### config.mk
export PLATFORM = sky130hd
export DESIGN_NAME = sdram_rd_stream
export DESIGN_NICKNAME = d
export VERILOG_FILES = /design/src/rtl/sdram_rd_stream.sv
export SDC_FILE = /design/constraint.sdc
export NUM_CORES = 1
export LEC_CHECK = 0
export BUFFER_PORTS_ARGS = -buffer_cell sky130_fd_sc_hd__clkbuf_2
export CORE_MARGIN = 4
export CORE_UTILIZATION = 37
export CTS_BUF_LIST = sky130_fd_sc_hd__clkbuf_8 sky130_fd_sc_hd__clkbuf_16
export DETAILED_ROUTE_END_ITERATION = 10
export PLACE_DENSITY = 0.52
export SLEW_MARGIN = 20
export SYNTH_ARGS = -nofsm -noshare
export SYNTH_HDL_FRONTEND = slang
export SYNTH_SLANG_ARGS = --single-unit
### constraint.sdc
create_clock -name clk -period 3.8 [get_ports clk]
set_input_delay 0.38 -clock clk [delete_from_list [all_inputs] [get_ports clk]]
set_output_delay 0.38 -clock clk [all_outputs]
set_load 0.02 [all_outputs]
### src/rtl/sdram_rd_stream.sv
// Purpose: streams one frame of FRAME_BYTES bytes from an SDRAM read-port FIFO into a valid/ready byte stream (build option: RD_STREAM_ABORT_EN).
// Latency: LOAD_CYC + WAIT_CYC clocks of setup, then first m_valid two clocks after the first rd_en; one byte per clock when m_ready stays high.
// Backpressure: a 2-entry output buffer; rd_en is only issued when the buffered plus in-flight bytes, less this cycle's pop, are below 2.
module sdram_rd_stream #(
    parameter int FRAME_BYTES = 4096,
    parameter int LOAD_CYC    = 4,
    parameter int WAIT_CYC    = 256
) (
    input  logic       clk,
    input  logic       rst_n,
    input  logic       sdram_init_done,
    input  logic       frame_start,
    output logic       rd_load,
    output logic       sdram_read_valid,
    output logic       rd_en,
    input  logic [7:0] rd_data,
    output logic [7:0] m_data,
    output logic       m_valid,
    input  logic       m_ready,
    output logic       m_last,
    output logic       busy,
    output logic       frame_done
);

    typedef enum logic [2:0] {
        S_IDLE,
        S_LOAD,
        S_WAIT,
        S_STREAM,
        S_DRAIN
    } state_t;

    localparam logic [15:0] FRAME_LEN = 16'(FRAME_BYTES);
    localparam logic [15:0] LAST_IDX  = 16'(FRAME_BYTES - 1);
    localparam logic [15:0] LOAD_LAST = 16'(LOAD_CYC - 1);
    localparam logic [15:0] WAIT_LAST = 16'(WAIT_CYC - 1);

    state_t          state_q, state_d;
    logic [15:0]     load_cnt_q, load_cnt_d;
    logic [15:0]     wait_cnt_q, wait_cnt_d;
    logic [15:0]     issued_q, issued_d;
    logic [15:0]     wr_cnt_q, wr_cnt_d;
    logic            inflight_q, inflight_d;
    logic [1:0][7:0] buf_dat_q, buf_dat_d;
    logic [1:0]      buf_last_q, buf_last_d;
    logic            rd_ptr_q, rd_ptr_d;
    logic            wr_ptr_q, wr_ptr_d;
    logic [1:0]      occ_q, occ_d;

    logic            start_ok;
    logic            abort_c;
    logic            pop_c;
    logic            rd_en_c;
    logic            frame_done_c;
    logic            load_entry;
    logic [2:0]      need_c;
    logic [2:0]      room_c;

    assign start_ok = frame_start && sdram_init_done;
    assign pop_c    = (occ_q != 2'd0) && m_ready;

`ifdef RD_STREAM_ABORT_EN
    // A new request while a frame is being fetched restarts from LOAD.
    assign abort_c = start_ok && (state_q inside {S_WAIT, S_STREAM, S_DRAIN});
`else
    assign abort_c = 1'b0;
`endif

    // Bytes already owed to the buffer versus the space left after this cycle's pop.
    assign need_c  = {1'b0, occ_q} + {2'b00, inflight_q};
    assign room_c  = 3'd2 + {2'b00, pop_c};
    assign rd_en_c = (state_q == S_STREAM) && (issued_q < FRAME_LEN) &&
                     (need_c < room_c) && !abort_c;

    assign load_entry = (state_d == S_LOAD) && (state_q != S_LOAD);

    // Frame sequencing: next state, setup counters and the issued-byte count.
    always_comb begin
        state_d      = state_q;
        load_cnt_d   = load_cnt_q;
        wait_cnt_d   = wait_cnt_q;
        issued_d     = issued_q;
        frame_done_c = 1'b0;
        case (state_q)
            S_IDLE: begin
                if (start_ok) state_d = S_LOAD;
            end
            S_LOAD: begin
                if (load_cnt_q == LOAD_LAST) state_d = S_WAIT;
                else                         load_cnt_d = load_cnt_q + 16'd1;
            end
            S_WAIT: begin
                if (wait_cnt_q == WAIT_LAST) state_d = S_STREAM;
                else                         wait_cnt_d = wait_cnt_q + 16'd1;
            end
            S_STREAM: begin
                if (rd_en_c) begin
                    issued_d = issued_q + 16'd1;
                    if (issued_q == LAST_IDX) state_d = S_DRAIN;
                end
            end
            S_DRAIN: begin
                if ((occ_q == 2'd0) && !inflight_q) begin
                    state_d      = S_IDLE;
                    frame_done_c = 1'b1;
                end
            end
            default: state_d = S_IDLE;
        endcase
        if (abort_c) begin
            state_d      = S_LOAD;
            frame_done_c = 1'b0;
        end
        if (load_entry) begin
            load_cnt_d = '0;
            wait_cnt_d = '0;
            issued_d   = '0;
        end
    end

    // Output buffer: capture the byte one clock after rd_en, pop on handshake, flush on restart.
    always_comb begin
        buf_dat_d  = buf_dat_q;
        buf_last_d = buf_last_q;
        rd_ptr_d   = rd_ptr_q;
        wr_ptr_d   = wr_ptr_q;
        occ_d      = occ_q;
        wr_cnt_d   = wr_cnt_q;
        inflight_d = rd_en_c;
        if (abort_c) begin
            rd_ptr_d   = 1'b0;
            wr_ptr_d   = 1'b0;
            occ_d      = 2'd0;
            inflight_d = 1'b0;
        end else begin
            if (inflight_q) begin
                buf_dat_d[wr_ptr_q]  = rd_data;
                buf_last_d[wr_ptr_q] = (wr_cnt_q == LAST_IDX);
                wr_ptr_d             = ~wr_ptr_q;
                wr_cnt_d             = wr_cnt_q + 16'd1;
            end
            if (pop_c) rd_ptr_d = ~rd_ptr_q;
            occ_d = occ_q + {1'b0, inflight_q} - {1'b0, pop_c};
        end
        if (load_entry) wr_cnt_d = '0;
    end

    // State and datapath registers with synchronous reset; a byte in flight at reset is dropped.
    always_ff @(posedge clk) begin
        if (!rst_n) begin
            state_q    <= S_IDLE;
            load_cnt_q <= '0;
            wait_cnt_q <= '0;
            issued_q   <= '0;
            wr_cnt_q   <= '0;
            inflight_q <= 1'b0;
            buf_dat_q  <= '0;
            buf_last_q <= '0;
            rd_ptr_q   <= 1'b0;
            wr_ptr_q   <= 1'b0;
            occ_q      <= 2'd0;
        end else begin
            state_q    <= state_d;
            load_cnt_q <= load_cnt_d;
            wait_cnt_q <= wait_cnt_d;
            issued_q   <= issued_d;
            wr_cnt_q   <= wr_cnt_d;
            inflight_q <= inflight_d;
            buf_dat_q  <= buf_dat_d;
            buf_last_q <= buf_last_d;
            rd_ptr_q   <= rd_ptr_d;
            wr_ptr_q   <= wr_ptr_d;
            occ_q      <= occ_d;
        end
    end

    assign rd_load          = (state_q == S_LOAD);
    assign sdram_read_valid = (state_q inside {S_WAIT, S_STREAM, S_DRAIN});
    assign rd_en            = rd_en_c;
    assign busy             = (state_q != S_IDLE);
    assign frame_done       = frame_done_c;
    assign m_valid          = (occ_q != 2'd0);
    assign m_data           = m_valid ? buf_dat_q[rd_ptr_q] : 8'd0;
    assign m_last           = m_valid && buf_last_q[rd_ptr_q];

endmodule

==> impl_metrics.prom <==
# TYPE chip_impl_metric gauge
chip_impl_info{name="cp_cell_sequence",value="ha_1 > ha_1 > o21a_1 > nor3_1 > o31a_2 > buf_12 > a221oi_1"} 1
chip_impl_metric{name="number_of_setup_buffers_added_after_cts",unit=""} 0
chip_impl_metric{name="fmaxAchievable",unit="MHz"} 355
chip_impl_info{name="setup.worst_path.class",value="flop to flop"} 1
chip_impl_metric{name="timing_worst_slew_pin_value",unit="ps"} 888
chip_impl_info{name="synthMostInstantiatedCell",value="sky130_fd_sc_hd__dfxtp_1"} 1
chip_impl_metric{name="setup_viol_count_final",unit=""} 0
chip_impl_metric{name="grt_pass1_wl",unit="um"} 17500
chip_impl_metric{name="fp.dieH",unit="um"} 118
chip_impl_metric{name="setup_total_negative_slack",unit="ps"} 0
chip_impl_metric{name="worst_r2r_path_depth",unit=""} 7
chip_impl_metric{name="h_tree_lvl_count",unit=""} 3
chip_impl_info{name="status",value="finished, final reports clean"} 1
chip_impl_metric{name="antenna_found_initial",unit=""} 0
chip_impl_info{name="min_from",value="rd_data[3]"} 1
chip_impl_metric{name="drt-initial-drc-count",unit=""} 238
chip_impl_metric{name="synth_async_sr_flop_share",unit="%"} 0
chip_impl_metric{name="dr_total_vias",unit=""} 3693
chip_impl_metric{name="nFillCells",unit=""} 1202
chip_impl_metric{name="fraction_of_synthesized_cell_area_taken_by_the_top_area_cell_type",unit="%"} 40.0
chip_impl_info{name="cell_at_the_slowest_stage_of_the_critical_path",value="sky130_fd_sc_hd__o31a_2"} 1
chip_impl_info{name="synth_area_leaders",value="sky130_fd_sc_hd__dfxtp_1 (40%), sky130_fd_sc_hd__xnor2_1 (8.7%), sky130_fd_sc_hd__a211oi_1 (8.5%)"} 1
chip_impl_metric{name="worst_ep_required_time",unit="ps"} 3980
chip_impl_metric{name="postSynthCellCount",unit=""} 509
chip_impl_metric{name="worst_path_largest_cell_delay",unit="ps"} 620
chip_impl_metric{name="postSynthAreaPerCell",unit="um2"} 8.85
chip_impl_metric{name="antenna_violating_nets_post_route",unit=""} 0
chip_impl_metric{name="register_area",unit="um2"} 1800
chip_impl_metric{name="synth.cell_area",unit="um2"} 4510
chip_impl_metric{name="drive_above_1_share",unit="%"} 13.2
chip_impl_metric{name="postCtsHoldBufs",unit=""} 0
chip_impl_info{name="whs_endpoint",value="buf_dat_q[3]"} 1
chip_impl_metric{name="ctsLongestPathBuffers",unit=""} 2
chip_impl_metric{name="synth_edf_count",unit=""} 0
chip_impl_metric{name="drc",unit=""} 0
chip_impl_metric{name="dieArea",unit="um2"} 14000
chip_impl_info{name="clockRootBuffer",value="sky130_fd_sc_hd__clkbuf_16"} 1
chip_impl_metric{name="timing.final.crit_period",unit="ps"} 2820
chip_impl_metric{name="gr-usage-all-layers",unit="%"} 15.0
chip_impl_info{name="r2r-end",value="issued_q[1]"} 1
chip_impl_metric{name="synthToLayoutAreaGrowth",unit="%"} 12.4
chip_impl_info{name="timing.rr.start",value="occ_q[0]"} 1
chip_impl_metric{name="cap_violations",unit=""} 0
chip_impl_metric{name="synth.distinct_cells",unit=""} 44
chip_impl_metric{name="net_count_of_the_mapped_netlist",unit=""} 530
chip_impl_metric{name="cts-buffers-inserted",unit=""} 9
chip_impl_metric{name="initial_utilization",unit="%"} 37.7
chip_impl_metric{name="core-area",unit="um2"} 12000
chip_impl_metric{name="place.detailed.instances",unit=""} 654
chip_impl_info{name="setup_repair_after_global_routing_missed_its_margin",value="no"} 1
chip_impl_metric{name="hold_depth",unit=""} 3
chip_impl_metric{name="grt_start_max_net_pins",unit=""} 82
chip_impl_metric{name="max_slew_margin",unit="%"} 40.8
chip_impl_metric{name="grt-ovfl-total",unit=""} 0
chip_impl_metric{name="critical_path.max_fanout",unit=""} 41
chip_impl_metric{name="wl_per_cell",unit="um"} 14.9
chip_impl_metric{name="numnets_final",unit=""} 539
chip_impl_metric{name="totalPowerFinal",unit="mW"} 2.07
chip_impl_metric{name="avgViaCountPerCell",unit=""} 5.51
chip_impl_metric{name="num_antenna_cells",unit=""} 0
chip_impl_metric{name="power.ir.vdd_worst",unit="uV"} 170
chip_impl_metric{name="io_count",unit=""} 28
chip_impl_metric{name="path_clk_slew",unit="ps"} 70
chip_impl_metric{name="fin_crit_sh",unit="%"} 74.2
chip_impl_metric{name="clock_latency",unit="ps"} 340
chip_impl_metric{name="post-route-util",unit="%"} 42.3
chip_impl_metric{name="share_of_the_yosys_chip_area_belonging_to_registers",unit="%"} 40.0
chip_impl_metric{name="port-buffer-count",unit=""} 27
chip_impl_info{name="tritoncts_clock_tree",value="built"} 1
chip_impl_info{name="critical-path-top-cell-by-count",value="sky130_fd_sc_hd__ha_1"} 1
chip_impl_metric{name="cts_resized",unit=""} 0
chip_impl_metric{name="power.leakage",unit="nW"} 1.56
chip_impl_metric{name="placement_rows",unit=""} 40
chip_impl_metric{name="fp.dieW",unit="um"} 118
chip_impl_metric{name="worst_clock_skew",unit="ps"} 6.77
chip_impl_metric{name="clock-sinks",unit=""} 90
chip_impl_metric{name="crit_arrival",unit="ps"} 3000
chip_impl_metric{name="area_occupied_by_multi_input_gates",unit="um2"} 2520
chip_impl_metric{name="stdcell_count",unit=""} 670
chip_impl_metric{name="synth-warning-count",unit=""} 0
chip_impl_info{name="ys.flop_type",value="sky130_fd_sc_hd__dfxtp_1"} 1
chip_impl_info{name="synthTopCellsByCount",value="sky130_fd_sc_hd__dfxtp_1 (90), sky130_fd_sc_hd__a211oi_1 (51), sky130_fd_sc_hd__nand2_1 (51)"} 1
chip_impl_metric{name="power_per_cell_area",unit="nW/um2"} 409
chip_impl_info{name="synth_largest_area_cell",value="sky130_fd_sc_hd__dfxtp_1"} 1
chip_impl_metric{name="register_to_register_path_setup_slack",unit="ps"} 980
chip_impl_metric{name="hpwl",unit="um"} 6350
chip_impl_info{name="endpoint_kind",value="flop"} 1
chip_impl_metric{name="drt-total-wl",unit="um"} 9970
chip_impl_metric{name="gpl_congestion",unit=""} 0.766
chip_impl_metric{name="synth_seq_cells",unit=""} 90
chip_impl_info{name="worstSetupStartpointType",value="flop"} 1
chip_impl_metric{name="finalHoldViolations",unit=""} 0
chip_impl_metric{name="finalMaxSlewViolations",unit=""} 0
chip_impl_metric{name="drt_pre_antenna_iters",unit=""} 5
chip_impl_metric{name="grt_pass1_vias",unit=""} 3591
chip_impl_info{name="hp-class",value="input port to flop"} 1
## state kept, by name (all words and copies together) (netlist names), 2 cells and up
name,cells
buf_dat_q,16
issued_q,16
load_cnt_q,16
wait_cnt_q,16
wr_cnt_q,16
state_q,3
buf_last_q,2
occ_q,2
## cells in the final DEF, fill, tap and decap left out, types with 2 or more instances in the layout
master,instances
sky130_fd_sc_hd__inv_1,7
sky130_fd_sc_hd__nand2b_1,3
sky130_fd_sc_hd__nor4_4,2
sky130_fd_sc_hd__a21oi_1,25
sky130_fd_sc_hd__nor4_1,14
sky130_fd_sc_hd__nand2_1,51
sky130_fd_sc_hd__dfxtp_1,90
sky130_fd_sc_hd__buf_4,6
sky130_fd_sc_hd__and3_1,7
sky130_fd_sc_hd__inv_6,2
sky130_fd_sc_hd__a211oi_1,51
sky130_fd_sc_hd__nor3b_1,3
sky130_fd_sc_hd__nor3_2,3
sky130_fd_sc_hd__nor2_1,27
sky130_fd_sc_hd__xnor2_1,45
sky130_fd_sc_hd__a221oi_1,2
sky130_fd_sc_hd__o21ai_0,6
sky130_fd_sc_hd__nor2b_1,3
sky130_fd_sc_hd__mux2i_1,12
sky130_fd_sc_hd__xor2_1,12
sky130_fd_sc_hd__a211oi_2,6
sky130_fd_sc_hd__nand4_1,10
sky130_fd_sc_hd__or3_1,2
sky130_fd_sc_hd__nor4b_1,6
sky130_fd_sc_hd__nor3_1,21
sky130_fd_sc_hd__and2_1,3
sky130_fd_sc_hd__bufinv_16,2
sky130_fd_sc_hd__clkinvlp_4,2
sky130_fd_sc_hd__nand3_1,31
sky130_fd_sc_hd__clkbuf_16,9
sky130_fd_sc_hd__clkbuf_2,27
sky130_fd_sc_hd__and4_1,8
sky130_fd_sc_hd__ha_1,8
## critical path: cells and delay by family, from the launching register on
family / cells / cell delay, ps
AOI/OAI and AO/OA: 3 / 1030
and+or+nand+nor: 1 / 490
adders and majority gates: 2 / 470
DFF: 1 / 340
buffers and inverters: 1 / 300
## power by group
part           internal (mW)  switching (mW)
Combinational         0.0418          0.0857
Clock                  0.582           0.394
Sequential             0.951          0.0178
Total                   1.57           0.498
## routing by layer
layer	share of wire (%)	up-vias	global-route usage, %
met5	0	-	0
met4	1.1	0	4.84
met3	3.4	10	3.73
met2	47	58	24.1
met1	48	1758	19.8
li1	-	1867	-
## area by class of cell
cell class	instances	area share, %
clock buffers	9	4.45
clock inverters	7	2.00
inverters	8	0.593
multi-input cells	375	49.8
flip-flops and latches	90	35.6
well taps	147	3.63
repair buffers	34	3.95
## worst max path at each step
stage | startpoint | to | slack, ps | cells after the start
6_report | occ_q[0] | issued_q[1] | 980 | 7
5_1_grt | occ_q[0] | issued_q[1] | 760 | 8
4_1_cts | occ_q[0] | issued_q[1] | 990 | 7
3_5_place_dp | occ_q[0] | issued_q[1] | 1000 | 7
3_3_place_gp | occ_q[0] | issued_q[1] | 1080 | 7
2_1_floorplan | occ_q[0] | load_cnt_q[10] | 1700 | 9
## kinds of logic (layout without fill, tap and decap cells)
group                      count (synthesis)  after routing  synth area share, %
adders and majority gates                  8              8                 2.22
muxes                                     12             12                 2.67
DFF                                       90             90                 40.0
AOI/OAI and AO/OA                         97             97                 15.1
xor gates and xnor gates                  57             57                 11.1
buffers and inverters                     44             58                 4.36
and+or+nand+nor                          201            201                 24.6
## through the flow
stage	setup slack (ps)	instance area, um2	hold slack (ps)
after floorplan	1700	4510	412
after global placement	1080	4740	431
after detailed placement	999	4740	430
after CTS	994	5060	255
after global routing	758	5060	273
final	980	5060	272
Power figures use the tool's default switching activity.
